$ cat src/rtl/rll_scoreboard_issue.sv
// rll_scoreboard_issue: register-locking issue stage between decode and execute.
// Holds the architectural register file, counts pending writes per register,
// stalls hazardous instructions and presents operands through a valid/ready slice.
// Optional feature macro: RLL_BYPASS_EN (waives a source hazard when the single
// pending write to that source is being written back in the same cycle).
module rll_scoreboard_issue #(
    parameter int XLEN     = 32,
    parameter int NREGS    = 32,
    parameter int TAG_W    = 4,
    parameter int MAX_PEND = 3,
    localparam int AW      = $clog2(NREGS),
    localparam int LW      = $clog2(MAX_PEND + 1)
) (
    input  logic             clk,
    input  logic             reset,
    input  logic             in_valid,
    output logic             in_ready,
    input  logic [AW-1:0]    rs1_addr,
    input  logic [AW-1:0]    rs2_addr,
    input  logic             use_rs1,
    input  logic             use_rs2,
    input  logic [AW-1:0]    rd_addr,
    input  logic             rd_we,
    input  logic [XLEN-1:0]  imm_in,
    input  logic [XLEN-1:0]  npc_in,
    input  logic [TAG_W-1:0] tag_in,
    output logic             out_valid,
    input  logic             out_ready,
    output logic [XLEN-1:0]  opA,
    output logic [XLEN-1:0]  opB,
    output logic [XLEN-1:0]  opC,
    output logic [XLEN-1:0]  npc_out,
    output logic [TAG_W-1:0] tag_out,
    output logic [AW-1:0]    rd_out,
    output logic             rd_we_out,
    input  logic             wb_valid,
    input  logic [AW-1:0]    wb_addr,
    input  logic [XLEN-1:0]  wb_data,
    input  logic             flush,
    output logic             lock_err
);

    logic [XLEN-1:0]  rf_q [NREGS];
    logic [XLEN-1:0]  rf_d [NREGS];
    logic [LW-1:0]    lock_q [NREGS];
    logic [LW-1:0]    lock_d [NREGS];
    logic [LW:0]      up_s [NREGS];
    logic [LW:0]      dn_s [NREGS];

    logic             out_valid_q, out_valid_d;
    logic [XLEN-1:0]  opa_q, opa_d, opb_q, opb_d, opc_q, opc_d, npc_q, npc_d;
    logic [TAG_W-1:0] tag_q, tag_d;
    logic [AW-1:0]    rd_q, rd_d;
    logic             rd_we_q, rd_we_d;
    logic             lock_err_q, lock_err_d;

    logic src1_lock_s, src2_lock_s, src1_byp_s, src2_byp_s, rd_full_s;
    logic hazard_s, in_ready_s, accept_s, drop_s;

    // Hazard detection and handshake: a source with a pending write, or a destination at the lock limit, stalls.
    always_comb begin
        src1_lock_s = use_rs1 && (rs1_addr != {AW{1'b0}}) && (lock_q[rs1_addr] != {LW{1'b0}});
        src2_lock_s = use_rs2 && (rs2_addr != {AW{1'b0}}) && (lock_q[rs2_addr] != {LW{1'b0}});
`ifdef RLL_BYPASS_EN
        src1_byp_s = src1_lock_s && wb_valid && (wb_addr == rs1_addr) && (lock_q[rs1_addr] == LW'(1));
        src2_byp_s = src2_lock_s && wb_valid && (wb_addr == rs2_addr) && (lock_q[rs2_addr] == LW'(1));
`else
        src1_byp_s = 1'b0;
        src2_byp_s = 1'b0;
`endif
        rd_full_s  = rd_we && (rd_addr != {AW{1'b0}}) && (lock_q[rd_addr] == LW'(MAX_PEND));
        hazard_s   = (src1_lock_s && !src1_byp_s) || (src2_lock_s && !src2_byp_s) || rd_full_s;
        in_ready_s = (!out_valid_q || out_ready) && !hazard_s && !flush;
        accept_s   = in_valid && in_ready_s;
        drop_s     = flush && out_valid_q;
    end

    // Lock counters: +1 on accept, -1 on writeback, -1 on a flushed entry; the sum saturates at zero.
    always_comb begin
        for (int i = 0; i < NREGS; i++) begin
            up_s[i] = {1'b0, lock_q[i]};
            dn_s[i] = {(LW + 1){1'b0}};
            if (i != 0) begin
                if (accept_s && rd_we && (rd_addr == AW'(i))) begin
                    up_s[i] = up_s[i] + (LW + 1)'(1);
                end else begin
                    up_s[i] = up_s[i];
                end
                if (wb_valid && (wb_addr == AW'(i))) begin
                    dn_s[i] = dn_s[i] + (LW + 1)'(1);
                end else begin
                    dn_s[i] = dn_s[i];
                end
                if (drop_s && rd_we_q && (rd_q == AW'(i))) begin
                    dn_s[i] = dn_s[i] + (LW + 1)'(1);
                end else begin
                    dn_s[i] = dn_s[i];
                end
            end else begin
                up_s[i] = {(LW + 1){1'b0}};
            end
            if (up_s[i] > dn_s[i]) begin
                lock_d[i] = LW'(up_s[i] - dn_s[i]);
            end else begin
                lock_d[i] = {LW{1'b0}};
            end
        end
        lock_err_d = wb_valid && (wb_addr != {AW{1'b0}}) && (lock_q[wb_addr] == {LW{1'b0}});
    end

    // Register file writeback; r0 stays hard-wired to zero.
    always_comb begin
        rf_d = rf_q;
        if (wb_valid && (wb_addr != {AW{1'b0}})) begin
            rf_d[wb_addr] = wb_data;
        end else begin
            rf_d = rf_q;
        end
    end

    // Output slice: load on accept, empty on consume or flush, otherwise hold.
    always_comb begin
        out_valid_d = out_valid_q;
        opa_d       = opa_q;
        opb_d       = opb_q;
        opc_d       = opc_q;
        npc_d       = npc_q;
        tag_d       = tag_q;
        rd_d        = rd_q;
        rd_we_d     = rd_we_q;
        if (accept_s) begin
            out_valid_d = 1'b1;
            opa_d       = src1_byp_s ? wb_data : rf_q[rs1_addr];
            opb_d       = src2_byp_s ? wb_data : rf_q[rs2_addr];
            opc_d       = imm_in;
            npc_d       = npc_in;
            tag_d       = tag_in;
            rd_d        = rd_addr;
            rd_we_d     = rd_we;
        end else if (drop_s || (out_valid_q && out_ready)) begin
            out_valid_d = 1'b0;
        end else begin
            out_valid_d = out_valid_q;
        end
    end

    // State registers with asynchronous active-low reset.
    always_ff @(posedge clk or negedge reset) begin
        if (!reset) begin
            for (int i = 0; i < NREGS; i++) begin
                rf_q[i]   <= {XLEN{1'b0}};
                lock_q[i] <= {LW{1'b0}};
            end
            out_valid_q <= 1'b0;
            opa_q       <= {XLEN{1'b0}};
            opb_q       <= {XLEN{1'b0}};
            opc_q       <= {XLEN{1'b0}};
            npc_q       <= {XLEN{1'b0}};
            tag_q       <= {TAG_W{1'b0}};
            rd_q        <= {AW{1'b0}};
            rd_we_q     <= 1'b0;
            lock_err_q  <= 1'b0;
        end else begin
            for (int i = 0; i < NREGS; i++) begin
                rf_q[i]   <= rf_d[i];
                lock_q[i] <= lock_d[i];
            end
            out_valid_q <= out_valid_d;
            opa_q       <= opa_d;
            opb_q       <= opb_d;
            opc_q       <= opc_d;
            npc_q       <= npc_d;
            tag_q       <= tag_d;
            rd_q        <= rd_d;
            rd_we_q     <= rd_we_d;
            lock_err_q  <= lock_err_d;
        end
    end

    assign in_ready  = in_ready_s;
    assign out_valid = out_valid_q;
    assign opA       = opa_q;
    assign opB       = opb_q;
    assign opC       = opc_q;
    assign npc_out   = npc_q;
    assign tag_out   = tag_q;
    assign rd_out    = rd_q;
    assign rd_we_out = rd_we_q;
    assign lock_err  = lock_err_q;

endmodule
$ cat config.mk
export PLATFORM = sky130hd
export DESIGN_NAME = rll_scoreboard_issue
export DESIGN_NICKNAME = d
export VERILOG_FILES = /design/src/rtl/rll_scoreboard_issue.sv
export SDC_FILE = /design/constraint.sdc
export NUM_CORES = 2
export LEC_CHECK = 0
export BUFFER_PORTS_ARGS = -buffer_cell sky130_fd_sc_hd__buf_2
export CORE_MARGIN = 4
export CORE_UTILIZATION = 55
export DETAILED_ROUTE_END_ITERATION = 8
export GPL_ROUTABILITY_DRIVEN = 0
export GPL_TIMING_DRIVEN = 1
export MAX_ROUTING_LAYER = met4
export PLACE_DENSITY = 0.72
export SLEW_MARGIN = 20
export SYNTH_ARGS = -nofsm -noshare
export SYNTH_HDL_FRONTEND = slang
export SYNTH_SLANG_ARGS = --single-unit
$ cat constraint.sdc
create_clock -name clk -period 4.7 [get_ports clk]
set_input_delay 0.705 -clock clk [delete_from_list [all_inputs] [get_ports clk]]
set_output_delay 0.705 -clock clk [all_outputs]
set_load 0.01 [all_outputs]
==> key figures <==
Timing
  – Max frequency: 0.250 GHz
  – RSZ-0062 raised after global routing: no
  – Final count of hold timing violations: 0
  – Final min period: 4.01 ns
  – Final period util: 85.2%
  – Clock Skew: 0.0288 ns
  – Final setup viols: 0
  – Setup TNS: 0 ns
  – Setup ws final: 0.694 ns
  – Rel. slew slack: 26.5%
  – Worst slew pin tran: 1.10 ns
  – Final Max Slew Viols: 0

Worst setup path
  – R2R Path End: lock_q[57]$_DFF_PN0_
  – CP endpoint kind: output pin
  – Worst setup path end: in_ready
  – RR Startpoint: lock_q[16]$_DFF_PN0_
  – R2R Setup Slk: 0.94 ns
  – Crit path DAT: 3.30 ns
  – Worst EP required: 3.99 ns
  – CP startpoint kind: register
  – Crit Path Max Fanout: 7
  – Worst setup startpoint: lock_q[16]$_DFF_PN0_
  – FF-to-FF path depth: 13
  – Worst Setup Path Type: reg2out

GRT
  – First-pass GRT wire length: 310 mm
  – Grt met3 use: 7.79%
  – Tot GR Track Use: 33.6%
  – Initial antenna violation count: 9
  – Total congestion overflow: 0
  – Vias in the first global route: 48,954
  – Global routing usage on met1: 43.3%
  – Met2 Track Usage GR: 50.5%
  – Top Usage Layer GRT: met2
  – Pin count of the biggest net entering global routing: 136

Placement
  – DP Area: 0.0700 mm^2
  – Detailed placement HPWL: 114 mm
  – Inst Count DP: 7,000
  – I/O Buffers: 269
  – Setup WS pre-CTS: 0.392 ns

Die
  – Core box area: 0.122 mm^2
  – # IOs: 270
  – Rows: 128
  – DIE AREA: 0.128 mm^2
  – Die X-Extent: 358 um
  – Initial Util: 55.4%
  – Die height: 358 um

Final layout
  – # fillers: 9,259
  – Most frequent cells in the layout: nand2_1 (1,602), dfrtp_1 (1,226), mux4_2 (669), mux2_2 (576), buf_2 (261)
  – Area growth syn-to-layout: 10.4%
  – Post-route cell area: 0.0744 mm^2
  – Layout cells sized above 1: 35.6%
  – Most common cell after layout, fill and taps aside: nand2_1
  – Post-route insts no fill: 7,247
  – Nets: 5,764
  – Fin util: 61.2%

Synth
  – Synth async-reset ratio: 100%
  – Warnings from Yosys: 0
  – Seq/Total Area, Yosys: 45.5%
  – Syn Nets: 5,727
  – Synth area leader: dfrtp_1
  – Synthesized flop and latch total: 1,226
  – Post-synthesis cell area: 0.0674 mm^2
  – Synth Instances: 5,474
  – Main flop type after synthesis: dfrtp_1
  – Post-synth EDFFs: 0
  – Syn Area/Cell: 12.3 um^2
  – Dominant cells by area after synthesis: dfrtp_1 (46%), mux4_2 (22%), mux2_2 (9.6%)
  – Top-area cell type share of the netlist area: 45.5%
  – Synth cell types: 59

Pwr
  – Max IR drop VDD: 0.407 mV
  – Pleak: 34.5 nW
  – Power density over the cells: 442 mW/mm^2

Status
  – Status: complete, no violations

Clocking
  – CTS tree: done
  – H-Tree Depth: 4
  – Worst-path clk slew: 0.06 ns
  – Sink Count: 1,226
  – Clk buf depth: 3
  – Root buffer cell: clkbuf_16
  – Clk_lat worst skew: 0.76 ns
  – Total CTS buffers: 133
  – Post-CTS sizing: 0

Detailed routing
  – 1st-iter DRT viols: 6,175
  – WL/cell: 28.6 um
  – Drt drc: 0
  – Drt pass-1 iters: 6
  – ANT nets after route: 0
  – DR vias: 47,884
  – Avg Vias per Cell: 6.61
  – WL final: 207 mm

Hold path
  – Hold Path Class: in2reg

Job
  – Max-cap violations: 0
-- area by class of cell --
type	count	area [um^2]	share of cell area (%)
diodes	7	17.5	0.0235
clock buffers	193	3810	5.12
clock inverters	46	608	0.817
inverters	88	335	0.450
multi-input cells	3678	34400	46.3
flip-flops and latches	1226	30700	41.2
well taps	1625	2030	2.73
repair buffers	384	2520	3.38
-- flip-flops by register name, indices dropped and copies added, names as in the netlist --
register   flops
tag_out        4
opC           32
out_valid      1
opB           32
npc_out       32
lock_q        62
opA           32
rd_out         5
rd_we_out      1
rf_q        1024
lock_err       1
-- through the flow --
stage                     hold slack [ns]  power [W]
after floorplan                     0.409     0.0198
after CTS                           0.119     0.0330
after global routing                0.157     0.0344
after global placement              0.376     0.0219
after detailed placement            0.384     0.0223
final                               0.160     0.0329
-- logic make-up after synthesis --
kind of cell    synth area share (%)
simple gates                    11.5
compound gates                  1.59
mux                             35.0
flops                           45.5
xor+xnor                       0.403
buf+inv                         3.64
fa+ha+maj                       2.30
-- worst min-delay path by stage --
stage / startpoint / to / slack (ns) / cells past startpoint
3_3_place_gp: rf_q[1008]$_DFFE_PN0P_ / rf_q[1008]$_DFFE_PN0P_ / 0.38 / 0
4_1_cts: flush / out_valid$_DFFE_PN0P_ / 0.12 / 2
6_report: flush / out_valid$_DFFE_PN0P_ / 0.16 / 2
3_5_place_dp: rf_q[998]$_DFFE_PN0P_ / rf_q[998]$_DFFE_PN0P_ / 0.38 / 0
5_1_grt: imm_in[26] / opC[26]$_DFFE_PN0N_ / 0.16 / 2
2_1_floorplan: reset / lock_err$_DFF_PN0_ / 0.41 / 0
-- per-layer routing --
layer	wire length (um)	share of wire, %
met3	22800	11
met4	12100	5.9
met1	76600	37
met5	0	0
met2	95700	46
-- where the power goes --
| group | switching (W) | internal [W] | total (W) |
|---|---|---|---|
| clock network | 0.00451 | 0.00614 | 0.0106 |
| logic | 0.00333 | 0.00433 | 0.00766 |
| registers | 0.00180 | 0.0128 | 0.0146 |
| total | 0.00964 | 0.0233 | 0.0329 |
-- repair_timing --
item / CTS / global route
setup buffers: 0 / 0
hold buffers: 1 / 0
endpoints found under the hold margin: 86 / 0
-- synthesized netlist by cell type, types with 37 or more instances --
| master | number |
|---|---|
| nand2_1 | 1617 |
| dfrtp_1 | 1226 |
| mux4_2 | 669 |
| mux2_2 | 576 |
| clkbuf_1 | 335 |
| nor2_1 | 152 |
| ha_1 | 124 |
| mux2_4 | 100 |
| inv_1 | 86 |
| buf_1 | 85 |
| a21oi_1 | 72 |
| o21ai_0 | 50 |
| nand3_1 | 44 |
| mux2_1 | 41 |
| nand4_1 | 37 |
-- critical path, stage by stage (launching register included) --
cell and delay [ns]:
dfrtp_1 0.44, nor2_1 0.13, mux4_2 0.48, a41o_1 0.29, nor4_4 0.57, a21oi_4 0.26
and2_1 0.25, buf_2 0.14
No activity file was read; power rests on OpenSTA's default activity.
